[config.mk]
export PLATFORM = sky130hd
export DESIGN_NAME = game_ctrl
export DESIGN_NICKNAME = d
export VERILOG_FILES = /design/src/rtl/game_ctrl.sv
export SDC_FILE = /design/constraint.sdc
export NUM_CORES = 1
export LEC_CHECK = 0
export BUFFER_PORTS_ARGS = -buffer_cell sky130_fd_sc_hd__buf_2
export CORE_MARGIN = 4
export CORE_UTILIZATION = 50
export DETAILED_ROUTE_END_ITERATION = 7
export GPL_ROUTABILITY_DRIVEN = 0
export PLACE_DENSITY = 0.82
export SLEW_MARGIN = 20
export SYNTH_ARGS = -nofsm -noshare
export SYNTH_HDL_FRONTEND = slang
export SYNTH_SLANG_ARGS = --single-unit
[constraint.sdc]
create_clock -name clk_i -period 3.95 [get_ports clk_i]
set_input_delay 0.79 -clock clk_i [delete_from_list [all_inputs] [get_ports clk_i]]
set_output_delay 0.79 -clock clk_i [all_outputs]
set_load 0.005 [all_outputs]
[src/rtl/game_ctrl.sv]
// Round sequencer for Watch Your Step: IDLE/RUN/HIT/PAUSED/OVER flow driving the lives counter.
// Build option GAME_AUTO_RESUME_EN drops PAUSED and resumes play straight out of HIT.
module game_ctrl #(
  parameter int FLASH_FRAMES = 120,
  parameter int FLASH_SHIFT  = 3
) (
  input  logic       clk_i,
  input  logic       reset_i,
  input  logic       frame_i,
  input  logic       btnC_i,
  input  logic       btnL_i,
  input  logic [7:0] sw_i,
  input  logic       hit_i,
  input  logic [7:0] lives_i,
  output logic [7:0] din_o,
  output logic       ld_o,
  output logic       dw_o,
  output logic       run_o,
  output logic       flash_o,
  output logic       restart_o,
  output logic       game_over_o
);

  typedef enum logic [2:0] {
    S_IDLE   = 3'd0,
    S_RUN    = 3'd1,
    S_HIT    = 3'd2,
    S_OVER   = 3'd3
`ifndef GAME_AUTO_RESUME_EN
    , S_PAUSED = 3'd4
`endif
  } state_e;

  localparam logic [7:0] FLASH_INIT = 8'(FLASH_FRAMES);

  state_e     state_q, state_d;
  logic [7:0] cnt_q, cnt_d;
  logic       btnc_prev_q, btnl_prev_q;
  logic       ld_q, ld_d;
  logic       dw_q, dw_d;
  logic       run_q, run_d;
  logic       flash_q, flash_d;
  logic       restart_q, restart_d;
  logic       over_q, over_d;
  logic       btnc_rise, btnl_rise, lives_zero;

  assign btnc_rise  = btnC_i & ~btnc_prev_q;
  assign btnl_rise  = btnL_i & ~btnl_prev_q;
  assign lives_zero = (lives_i == 8'd0);

  always_comb begin
    state_d   = state_q;
    cnt_d     = cnt_q;
    ld_d      = 1'b0;
    dw_d      = 1'b0;
    restart_d = 1'b0;
    case (state_q)
      S_IDLE: begin
        // A load takes priority and swallows a simultaneous start press.
        if (btnl_rise) begin
          ld_d = 1'b1;
        end else if (btnc_rise && !lives_zero) begin
          restart_d = 1'b1;
          state_d   = S_RUN;
        end
      end
      S_RUN: begin
        if (frame_i && hit_i) begin
          if (lives_zero) begin
            state_d = S_OVER;
          end else begin
            dw_d    = 1'b1;
            cnt_d   = FLASH_INIT;
            state_d = S_HIT;
          end
        end
      end
      S_HIT: begin
        if (frame_i) begin
          if (cnt_q == 8'd1) begin
            cnt_d = 8'd0;
            if (lives_zero) begin
              state_d = S_OVER;
            end else begin
`ifdef GAME_AUTO_RESUME_EN
              restart_d = 1'b1;
              state_d   = S_RUN;
`else
              state_d   = S_PAUSED;
`endif
            end
          end else if (cnt_q != 8'd0) begin
            cnt_d = cnt_q - 8'd1;
          end
        end
      end
`ifndef GAME_AUTO_RESUME_EN
      S_PAUSED: begin
        if (btnc_rise) begin
          restart_d = 1'b1;
          state_d   = S_RUN;
        end
      end
`endif
      S_OVER: begin
        if (btnc_rise) begin
          state_d = S_IDLE;
        end
      end
      default: begin
        state_d = S_IDLE;
        cnt_d   = 8'd0;
      end
    endcase
    // Level outputs follow the next state so they line up with the pulses.
    run_d   = (state_d == S_RUN);
    over_d  = (state_d == S_OVER);
    flash_d = (state_d == S_HIT) & cnt_d[FLASH_SHIFT];
  end

  always_ff @(posedge clk_i) begin
    if (reset_i) begin
      state_q     <= S_IDLE;
      cnt_q       <= 8'd0;
      btnc_prev_q <= 1'b1;
      btnl_prev_q <= 1'b1;
      ld_q        <= 1'b0;
      dw_q        <= 1'b0;
      run_q       <= 1'b0;
      flash_q     <= 1'b0;
      restart_q   <= 1'b0;
      over_q      <= 1'b0;
    end else begin
      state_q     <= state_d;
      cnt_q       <= cnt_d;
      btnc_prev_q <= btnC_i;
      btnl_prev_q <= btnL_i;
      ld_q        <= ld_d;
      dw_q        <= dw_d;
      run_q       <= run_d;
      flash_q     <= flash_d;
      restart_q   <= restart_d;
      over_q      <= over_d;
    end
  end

  assign din_o       = sw_i;
  assign ld_o        = ld_q;
  assign dw_o        = dw_q;
  assign run_o       = run_q;
  assign flash_o     = flash_q;
  assign restart_o   = restart_q;
  assign game_over_o = over_q;

endmodule

==> impl_metrics.ini <==
[sta]
final-hold-violation-count = 0
fin_skew_ns = 0.006189
slew_violations = 0
tightest_slew_ns = 0.5158
rsz0062_at_grt = no
period_minus_slack_ns = 2.177
max_freq_mhz = 459.4
setup-tns-final_ns = 0
setup-violations-final = 0
fin_crit_sh_pct = 55.10
whs_ns = 0.4983
finalWorstSetupSlack_ns = 1.773
relSlewSlack_pct = 65.41

[finish]
layout-drive-gt1-share_pct = 24.82
syn_to_final_growth_pct = 7.403
final_cell_count_no_fill = 164
nets = 162
num_antenna_cells = 0
seq_area_um2 = 380.4
multi_input_area_um2 = 548.0
num-fill-cells = 199
finalInstanceArea_mm2 = 0.001107

[placement]
port_buffers = 19
dp_hpwl_mm = 1.557
placed_cell_area_mm2 = 0.001080
dp_slack_ns = 1.478
dp_cells = 160

[global_routing]
grt_max_degree = 14
grt_overflow = 0
grt_usage_pct = 16.21
antenna_found_initial = 0
grt_pass1_vias = 788
grt_pass1_wl_mm = 3.360

[power]
p_sw_w = 0.00007833
ir_drop_uv = 295.0
p_sw_share_pct = 24.01
clockPowerShare_pct = 29.2
sequentialPowerShare_pct = 60.8
p_int_w = 0.0002479
comb_power_share_pct = 9.9
leakagePower_nw = 0.4402
p_per_area_mw_per_mm2 = 294.6

[detailed_routing]
ant_nets = 0
vias = 926
wl_mm = 2.042
first_pass_iters = 4
viasPerCell = 5.646
dr.first_iter.drc_count = 11
drc_errors = 0
wl_per_cell_um = 12.45

[yosys]
synth_area_mm2 = 0.001031
ys_seq_area_share_pct = 36.89
yosys-top-cells-area = dfxtp_1, buf_4, nor2_1, a21oi_1, o21ai_0
async_reset_ff_share_pct = 0
ys.warnings.count = 0
ys_types = 34
yosys-top-cells-count = dfxtp_1, nor2_1, a21oi_1, nand2_1, buf_4
ys_ff_latch = 19
post-synth-top-area-cell = dfxtp_1
synth-edff-count = 0
synth_cells = 125
syn_nets = 149
synth.avg_cell_area_um2 = 8.248
synth_ff_type = dfxtp_1
synth_top_area_share_pct = 36.89
yosysMostFrequentCell = dfxtp_1

[clocking]
numClockSinks = 19
cts-hold-fix-buffers = 0
clk_latency_ns = 0.30
cts_tree = built
cts_setup_buffers = 0
clockRootBuffer = clkbuf_4
clkTransAtPathRegs_ns = 0.10
cts_resized = 0
htree_num_levels = 1
cts_made_buffers = 3
cts_buffer_depth = 2

[flow_run]
drv_cap = 0

[critical_path]
endpoint_kind = flip-flop
crit_fanout = 8
start_kind = flip-flop
worstPathRequired_ns = 4.16
crit_start = cnt_q[0]
crit_type = flip-flop to flip-flop
r2r-start = cnt_q[0]
crit_arrival_ns = 2.39

[die]
die_y_um = 53.41
die_area_mm2 = 0.002853
io_pins = 36
start_util_pct = 52.55
die_w_um = 53.41
coreArea_mm2 = 0.001962
rows = 16

[hold_path]
min_path_type = flip-flop to flip-flop
min-delay-start = cnt_q[7]

[outcome]
status = completed
==> cells in the final DEF, fill, tap and decap left out <==
cell type and n:
o211ai_1 1, o31ai_2 1, a21o_2 1, ha_1 2, o311a_2 2, o31ai_1 1
nor4_2 2, nor3_1 4, nand2b_1 4, or3b_1 1, o31a_1 1, inv_1 6
nand4_1 1, nand2_1 9, a21oi_1 10, a311o_4 1, a41oi_1 1, clkinv_2 1
buf_2 19, nor2_1 16, a211o_1 1, a311oi_1 2, nor4b_1 2, a31oi_1 4
nor2b_1 3, or3_1 2, clkbuf_4 3, dfxtp_1 19, or2_2 4, nand3b_1 1
nor4_1 4, o21ai_0 7, nand3_1 1
==> logic make-up (layout without fill, tap and decap cells) <==
kind of cell	Yosys count	after routing	synth area share [%]
and+or+nand+nor	54	54	28.15
DFF	19	19	36.89
buffers and inverters	17	29	9.951
AOI/OAI and AO/OA	33	33	22.57
adders and majority gates	2	2	2.427
==> critical path, cell delays in order, from the launching register on <==
cell and delay, ns:
dfxtp_1 0.43, inv_1 0.07, ha_1 0.28, or2_2 0.34, a311o_4 0.45, nor4_2 0.22
nor2_1 0.06, a311oi_1 0.23
==> final cells by class <==
cell class | instances | share of cell area (%)
multi-input cells | 89 | 49.49
well taps | 27 | 3.051
clock inverters | 1 | 0.4520
repair buffers | 19 | 8.588
clock buffers | 3 | 2.034
inverters | 6 | 2.034
flip-flops and latches | 19 | 34.35
==> power groups by stage <==
stage | Sequential, W | Combinational (W) | Clock, W
2_1_floorplan | 0.000202 | 0.0000265 | 0
3_3_place_gp | 0.000203 | 0.0000313 | 0
3_5_place_dp | 0.000203 | 0.0000321 | 0
4_1_cts | 0.000198 | 0.0000324 | 0.0000995
5_1_grt | 0.000199 | 0.0000361 | 0.000108
6_report | 0.000198 | 0.0000325 | 0.0000954
==> metal layers <==
metal / track usage, % / vias up / part of all wire [%]
li1: - / 466 / -
met1: 19.93 / 432 / 48
met2: 25.31 / 24 / 44
met3: 6.197 / 4 / 7.1
met4: 5.957 / 0 / 0.64
met5: 0 / - / 0
==> final timing paths <==
kind	endpoint	slack, ns	cells after the start
worst min register to register	cnt_q[7]	0.50	1
worst max register to register	cnt_q[7]	1.77	7
worst min-delay path	cnt_q[7]	0.50	1
worst max-delay path	cnt_q[7]	1.77	7
==> stage by stage <==
| step | utilization, % | power [W] |
|---|---|---|
| after floorplan | - | 0.0002288 |
| after global placement | 55.04 | 0.0002339 |
| after detailed placement | 55.04 | 0.0002348 |
| after CTS | 56.44 | 0.0003303 |
| after global routing | 56.44 | 0.0003428 |
| final | 56.44 | 0.0003262 |
==> registers in the layout, indices dropped and copies added, names as in the netlist <==
name	cells
btnl_prev_q	1
ld_o	1
state_q	3
restart_o	1
btnc_prev_q	1
dw_o	1
flash_o	1
cnt_q	8
game_over_o	1
run_o	1
No activity file was read; power rests on OpenSTA's default activity.
